**src/rtl/rx_stock_demux.sv**
```systemverilog
// Receive-side demux: steers parsed market-data records into per-stock FWFT FIFOs.
// Each channel keeps a saturating drop counter, and a shared counter tracks out-of-range addresses.
module rx_stock_demux #(
  parameter int unsigned NUM_CH = 4,
  parameter int unsigned ADDR_W = 8,
  parameter int unsigned DATA_W = 32,
  parameter int unsigned DEPTH  = 4,
  parameter int unsigned CNT_W  = 16
) (
  input  logic                     clk,
  input  logic                     reset,
  input  logic [ADDR_W-1:0]        addr,
  input  logic [DATA_W-1:0]        rx_buyprice,
  input  logic [DATA_W-1:0]        rx_sellprice,
  input  logic [DATA_W-1:0]        rx_buyvol,
  input  logic [DATA_W-1:0]        rx_sellvol,
  input  logic                     rx_dv,
  output logic [NUM_CH*DATA_W-1:0] ch_buyprice,
  output logic [NUM_CH*DATA_W-1:0] ch_sellprice,
  output logic [NUM_CH*DATA_W-1:0] ch_buyvol,
  output logic [NUM_CH*DATA_W-1:0] ch_sellvol,
  output logic [NUM_CH-1:0]        ch_valid,
  input  logic [NUM_CH-1:0]        ch_ready,
  output logic [NUM_CH*CNT_W-1:0]  ch_drop_cnt,
  output logic [CNT_W-1:0]         bad_addr_cnt
);

  localparam int unsigned PtrW = (DEPTH > 1) ? $clog2(DEPTH) : 1;
  localparam int unsigned CntW = $clog2(DEPTH + 1);
  localparam int unsigned RecW = 4 * DATA_W;
  localparam logic [ADDR_W:0] NumChW = (ADDR_W + 1)'(NUM_CH);

  logic              addr_ok;
  logic [RecW-1:0]   rec_in;
  logic [CNT_W-1:0]  bad_q, bad_d;

  // Extra top bit keeps the compare correct when NUM_CH == 2^ADDR_W.
  assign addr_ok = ({1'b0, addr} < NumChW);
  assign rec_in  = {rx_buyprice, rx_sellprice, rx_buyvol, rx_sellvol};

  always_comb begin
    bad_d = bad_q;
    if (rx_dv && !addr_ok && (bad_q != {CNT_W{1'b1}})) begin
      bad_d = bad_q + 1'b1;
    end
  end

  always_ff @(posedge clk or posedge reset) begin
    if (reset) begin
      bad_q <= '0;
    end else begin
      bad_q <= bad_d;
    end
  end

  assign bad_addr_cnt = bad_q;

  for (genvar i = 0; i < NUM_CH; i++) begin : g_ch
    logic [RecW-1:0]  mem_q [DEPTH];
    logic [PtrW-1:0]  wr_ptr_q, wr_ptr_d;
    logic [PtrW-1:0]  rd_ptr_q, rd_ptr_d;
    logic [CntW-1:0]  cnt_q, cnt_d;
    logic [CNT_W-1:0] drop_q, drop_d;
    logic             push, pop, full, accept, reject, valid;
    logic [RecW-1:0]  head;

    assign valid  = (cnt_q != '0);
    assign full   = (cnt_q == CntW'(DEPTH));
    assign push   = rx_dv && addr_ok && (addr == ADDR_W'(i));
    assign pop    = valid && ch_ready[i];
    // A full FIFO still accepts when the same cycle frees a slot.
    assign accept = push && (!full || pop);
    assign reject = push && full && !pop;

    always_comb begin
      wr_ptr_d = wr_ptr_q;
      rd_ptr_d = rd_ptr_q;
      cnt_d    = cnt_q;
      drop_d   = drop_q;
      if (accept) begin
        wr_ptr_d = wr_ptr_q + 1'b1;
      end
      if (pop) begin
        rd_ptr_d = rd_ptr_q + 1'b1;
      end
      case ({accept, pop})
        2'b10:   cnt_d = cnt_q + 1'b1;
        2'b01:   cnt_d = cnt_q - 1'b1;
        default: cnt_d = cnt_q;
      endcase
      if (reject && (drop_q != {CNT_W{1'b1}})) begin
        drop_d = drop_q + 1'b1;
      end
    end

    always_ff @(posedge clk or posedge reset) begin
      if (reset) begin
        wr_ptr_q <= '0;
        rd_ptr_q <= '0;
        cnt_q    <= '0;
        drop_q   <= '0;
      end else begin
        wr_ptr_q <= wr_ptr_d;
        rd_ptr_q <= rd_ptr_d;
        cnt_q    <= cnt_d;
        drop_q   <= drop_d;
      end
    end

    // Storage needs no reset: outputs are masked while the channel is empty.
    always_ff @(posedge clk) begin
      if (accept) begin
        mem_q[wr_ptr_q] <= rec_in;
      end
    end

    assign head = valid ? mem_q[rd_ptr_q] : '0;

    assign ch_valid[i]                        = valid;
    assign ch_buyprice[i*DATA_W +: DATA_W]    = head[3*DATA_W +: DATA_W];
    assign ch_sellprice[i*DATA_W +: DATA_W]   = head[2*DATA_W +: DATA_W];
    assign ch_buyvol[i*DATA_W +: DATA_W]      = head[1*DATA_W +: DATA_W];
    assign ch_sellvol[i*DATA_W +: DATA_W]     = head[0 +: DATA_W];
    assign ch_drop_cnt[i*CNT_W +: CNT_W]      = drop_q;
  end

endmodule

```
**config.mk**
```make
export PLATFORM = sky130hd
export DESIGN_NAME = rx_stock_demux
export DESIGN_NICKNAME = d
export VERILOG_FILES = /design/src/rtl/rx_stock_demux.sv
export SDC_FILE = /design/constraint.sdc
export NUM_CORES = 2
export LEC_CHECK = 0
export ABC_CLOCK_PERIOD_IN_PS = 10500
export CAP_MARGIN = 20
export CORE_MARGIN = 1
export CORE_UTILIZATION = 30
export DETAILED_ROUTE_END_ITERATION = 8
export SYNTH_ARGS = -nofsm -noshare
export SYNTH_HDL_FRONTEND = slang
export SYNTH_SLANG_ARGS = --single-unit
```
**constraint.sdc**
```tcl
create_clock -name clk -period 10.5 [get_ports clk]
set_input_delay 2.625 -clock clk [delete_from_list [all_inputs] [get_ports clk]]
set_output_delay 2.625 -clock clk [all_outputs]
set_load 0.02 [all_outputs]
```
### Word level (Yosys, flattened, before mapping)

Memory sizes are Yosys's and may differ from the RTL's.
Cells that the tools add are included.

* register bits: 108
* bits in latches: 0
* bits in writable memories: 2048
* memory bits (read-only): 0
* input port bits: 143
* logic and storage cells: 128
* memories kept: 4

Memory list
* g_ch[0].mem_q: depth 4, bits a word 128, rd ports 1, clocked after Yosys merged registers in 0, write ports 1, RTL line 59 `logic [RecW-1:0] mem_q [DEPTH];`
* g_ch[1].mem_q: depth 4, bits a word 128, rd ports 1, clocked after Yosys merged registers in 0, write ports 1, RTL line 59
* g_ch[2].mem_q: depth 4, bits a word 128, rd ports 1, clocked after Yosys merged registers in 0, write ports 1, RTL line 59
* g_ch[3].mem_q: depth 4, bits a word 128, rd ports 1, clocked after Yosys merged registers in 0, write ports 1, RTL line 59

* $add $sub $neg: 21
* multiply operators: 0
* div/mod/pow operators: 0
* $lt $le $gt $ge: 1
* equal/unequal tests: 20
* shift operators: 0
* muxes and demuxes: 16
* bitwise logic cells: 0
* reductions and logical operators: 49

Operators with widths (count)
* two-way mux 128 bit: 4
* adder 16 x 1 -> 16 bit (second input constant): 5
* inequality test 16 bit (second input constant): 5
* logical AND 1 bit: 27
* case mux 3 bit (2 select lines): 4
* adder 2 x 1 -> 2 bit (second input constant): 8
* == test 8 x 2 -> 1 bit (second input constant): 2
* adder 3 x 1 -> 3 bit (second input constant): 4
* == test 3 bit (second input constant): 4
* nonzero test 3 bit: 4
* subtractor 3 x 1 -> 3 bit (second input constant): 4
* logical NOT 1 bit: 9
* == test 2 x 1 -> 1 bit (second input constant): 4
* == test 2 bit (second input constant): 4
* == test 8 x 1 -> 1 bit (second input constant): 1
* logical NOT 8 bit: 1
* less-than comparator 8 x 3 -> 1 bit (second input constant): 1
* two-way mux 1 bit: 8
* nonzero test 2 bit: 4
* logical OR 1 bit: 4

### Longest topological paths before layout

* depth after elaboration: 6
* depth in mapped cells: 9

### Worst setup path before layout

Ideal clock, no wire load.

* path type: input to register
* from: input addr[7]
* to: memory g_ch[3].mem_q[0][0] (netlist bit), enable pin
* library setup time: 502 ps
* arrival: 6630 ps
* setup slack: 3368 ps
* stages on the path: 6
* buffers on the path: 2
* cells stage by stage: nor4_4 > nand3_1 > buf_2 > nor2b_1 > clkbuf_1 > and2_1

* longest elaborated chain between the ends: 6

Ends and longest elaborated chain
* from (decl): RTL line 12 `input logic [ADDR_W-1:0] addr,`
* less-than comparator 8 x 3 -> 1 bit: RTL line 38 `assign addr_ok = ({1'b0, addr} < NumChW);`
* logical AND 1 bit: RTL line 69 `assign push = rx_dv && addr_ok && (addr == ADDR_W'(i));`
* logical AND 1 bit (*): RTL line 69
* logical AND 1 bit (*): RTL line 72 `assign accept = push && (!full || pop);`
* two-way mux 1 bit (*): RTL line 112 `if (accept) begin`
* two-way mux 1 bit (not written as such) (*): RTL line 113 `mem_q[wr_ptr_q] <= rec_in;`
* to (decl): RTL line 59

Every way passes the cells marked *; elsewhere a longest branch is shown, timed or not.

### Worst setup path after layout

* from: register g_ch[3].rd_ptr_q[0]
* to: output ch_buyvol[117]

* longest elaborated chain between the ends: 2

Ends and longest elaborated chain
* from (decl): RTL line 61 `logic [PtrW-1:0] rd_ptr_q, rd_ptr_d;`
* from (signal assigned): RTL line 104 `rd_ptr_q <= rd_ptr_d;`
* memory read (4 x 128 bit)
* two-way mux 128 bit: RTL line 117 `assign head = valid ? mem_q[rd_ptr_q] : '0;`
* to (decl): RTL line 20 `output logic [NUM_CH*DATA_W-1:0] ch_buyvol,`

No other way between the ends.

==> impl_metrics.toml <==
[global_route]
grt_usage = 0.1600
overflow = 0
grt_max_degree = 93
antenna_found_initial = 20
grt_pass1_wl_um = 319500
first_global_vias = 41860

[clocking]
cts-root-buf = "clkbuf_16"
insertion_delay_ps = 870
clockBufferDepth = 4
h-tree-depth = 4
post_cts_resized = 0
cts_hold_buf = 0
cts_tree = "built"
cts_buffers = 233
clk_pin_slew_ps = 60
clkSinkCount = 2156
post_cts_buffers = 0

[worst_setup_path]
slowest_delay_ps = 820
required_ps = 7880
regToRegEndpoint = "g_ch[0].cnt_q[2]"
rr_startpoint = "g_ch[0].cnt_q[0]"
crit_path_frequent_cell = "buf_4"
path_max_fanout = 28
cp_slowest_cell = "dfrtp_4"
start_kind = "flop"
rr_worst_depth = 6
r2r_slack_ps = 7240
cp-end-kind = "primary output"
crit_type = "flop to primary output"
cp_data_arrival_time_ps = 4260
crit_path_cell_trace = "buf_4 -> buf_4 -> mux4_2 -> and2_1 -> clkdlybuf4s50_1"
crit_family = "buffers and inverters"
cp_num_buf_inv = 3

[placement]
port_buffers = 738
gp_congestion = 0.7838
dp_hpwl_um = 141700
dp_cells = 8098

[routing]
wl_per_cell_um = 26.56
vias = 40850
dr.pass1.iters = 7
vias_per_cell = 4.795
drt_iter0_drc = 3692
drt_wl_total_um = 226300
drcViolationCount = 0
ant_nets = 0

[sta]
setup_viol = 0
hold_viol = 0
slew_headroom = 0.08973
hold_slack_ps = 490.5
rsz0062_at_grt = "no"
fmax_mhz = 145.2
fin_crit_ps = 6889
slew_violations = 0
period_share = 0.6561
fin_skew_ps = 69.26
worst_pin_slew_ps = 1365
fin_tns_setup_ps = 0

[synthesis]
syn_inst = 3812
synth_area_sq_mm = 0.08284
synth_edf_count = 2048
ys.flop_type = "edfxtp_1"
ys_warn_count = 0
yosys.area.top_type = "edfxtp_1"
yosysSeqAreaShare = 0.7750
synth.top_cell.area_share = 0.7424
ys_top_cells_by_area = "edfxtp_1, mux4_2, and2_1"
synth.most_common_cell = "edfxtp_1"
async_reset_ff_frac = 0.05009
synth.distinct_cells = 56
synth.avg_cell_area_sq_um = 21.73
syn-num-nets = 3980
synth-seq-cells = 2156
netlist_top_cells_count = "edfxtp_1, and2_1, mux4_2"

[pwr]
ir_worst_vdd_mv = 0.2124
clkPwrFrac = 0.302
power-per-cell-area_mw_per_mm2 = 263.9
p_leak_nw = 32.39
total_power_mw = 27.00
pwr-share-comb = 0.336
netSwitchingPower_mw = 8.689
intPower_mw = 18.31
p_sw_frac = 0.3218
power_frac_seq = 0.362

[final_layout]
final_util = 0.3733
num-fill-cells = 24860
post_route_cells_drive_above_1_share = 0.2001
nets = 4815
syn_to_final_growth_pct = 23.51
stdcell_count = 8520

[min_path]
min_to = "g_ch[3].drop_q[11]"
holdPathStages = 1
hold_path.class = "flop to flop"
worstHoldStart = "g_ch[3].drop_q[11]"

[die]
io_pins = 739
die_h_um = 527.5
die_w_um = 527.5
dieArea_sq_mm = 0.2782
core_sq_mm = 0.2741
rows = 192
initial_core_util = 0.3022

[outcome]
status = "complete, no violations"

[run]
maxCapViolCount = 0
-- stage by stage --
step	setup slack, ps	cell area [sq um]
floorplan	3368	82840
global placement	3702	94710
detailed placement	3655	94710
CTS	3410	102300
global route	3263	102300
finish	3611	102300
-- worst register-to-register path, stage by stage, from the launching register on --
cell and delay [ps]:
dfrtp_1 540, or3_4 570, buf_4 660, nand3_1 210
fa_1 450, or3_1 400, a311o_1 360
-- worst max path at each step --
stage	start	to	slack (ps)	depth (start not counted)
after floorplan	addr[7]	g_ch[3].mem_q[0][0]	3370	6
after global placement	addr[7]	g_ch[3].mem_q[0][40]	3700	7
after detailed placement	addr[7]	g_ch[2].mem_q[0][0]	3650	6
after CTS	g_ch[3].rd_ptr_q[0]	ch_buyvol[117]	3410	5
after global routing	g_ch[3].rd_ptr_q[0]	ch_sellprice[100]	3260	5
final	g_ch[3].rd_ptr_q[0]	ch_buyvol[117]	3610	5
-- flip-flops by register name, indices dropped and copies added (netlist names) --
register and flops:
g_ch.mem_q 2048, g_ch.drop_q 64, bad_addr_cnt 16, g_ch.cnt_q 12, g_ch.rd_ptr_q 8, g_ch.wr_ptr_q 8
-- cells by family after synthesis --
family / count (synthesis) / share of synthesized area
buffers and inverters: 224 / 0.01146
muxes: 520 / 0.1403
and+or+nand+nor: 754 / 0.05552
adders and majority gates: 25 / 0.004139
AOI/OAI and AO/OA: 46 / 0.004350
xor gates and xnor gates: 87 / 0.009199
DFF: 2156 / 0.7750
-- cells in the final DEF (no fill, tap or decap), types with 24 or more instances in the layout --
master / Yosys / layout
edfxtp_1: 2048 / 2048
clkdlybuf4s50_1: 0 / 738
and2_1: 535 / 519
mux4_2: 512 / 512
clkbuf_16: 0 / 234
dfrtp_1: 108 / 100
xnor2_1: 62 / 62
nand3_1: 48 / 48
buf_4: 7 / 44
clkinv_1: 0 / 43
nand2_1: 39 / 39
clkinv_2: 0 / 39
clkbuf_1: 121 / 33
nor2_1: 27 / 27
bufinv_16: 0 / 27
nand4_1: 26 / 26
inv_1: 27 / 26
xor2_1: 25 / 25
and3_1: 24 / 24
-- area by class of cell --
class | instances | area, sq um | area share
Inverter | 27 | 103.9 | 0.001015
Clock buffer | 272 | 6048 | 0.05912
Clock inverter | 144 | 1539 | 0.01504
Multi-Input combinational cell | 1432 | 17750 | 0.1734
Timing Repair Buffer | 797 | 8018 | 0.07836
Antenna cell | 6 | 15.01 | 0.0001467
Sequential cell | 2156 | 64230 | 0.6278
Tap cell | 3686 | 4612 | 0.04508
-- power groups by stage --
stage | clock network, mW | logic, mW | registers [mW]
global route | 8.66 | 9.55 | 9.82
detailed placement | 0 | 9.21 | 9.98
finish | 8.16 | 9.06 | 9.78
CTS | 8.36 | 9.27 | 9.80
global placement | 0 | 9.21 | 9.98
floorplan | 0 | 5.04 | 9.70
-- per-layer routing --
layer	GRT usage	up-vias	wire length [um]
li1	-	17110	-
met1	0.2192	21870	96390
met3	0.05047	291	21390
met2	0.2448	1577	102800
met5	0	-	46
met4	0.04282	8	5693
Power figures use the tool's default switching activity.
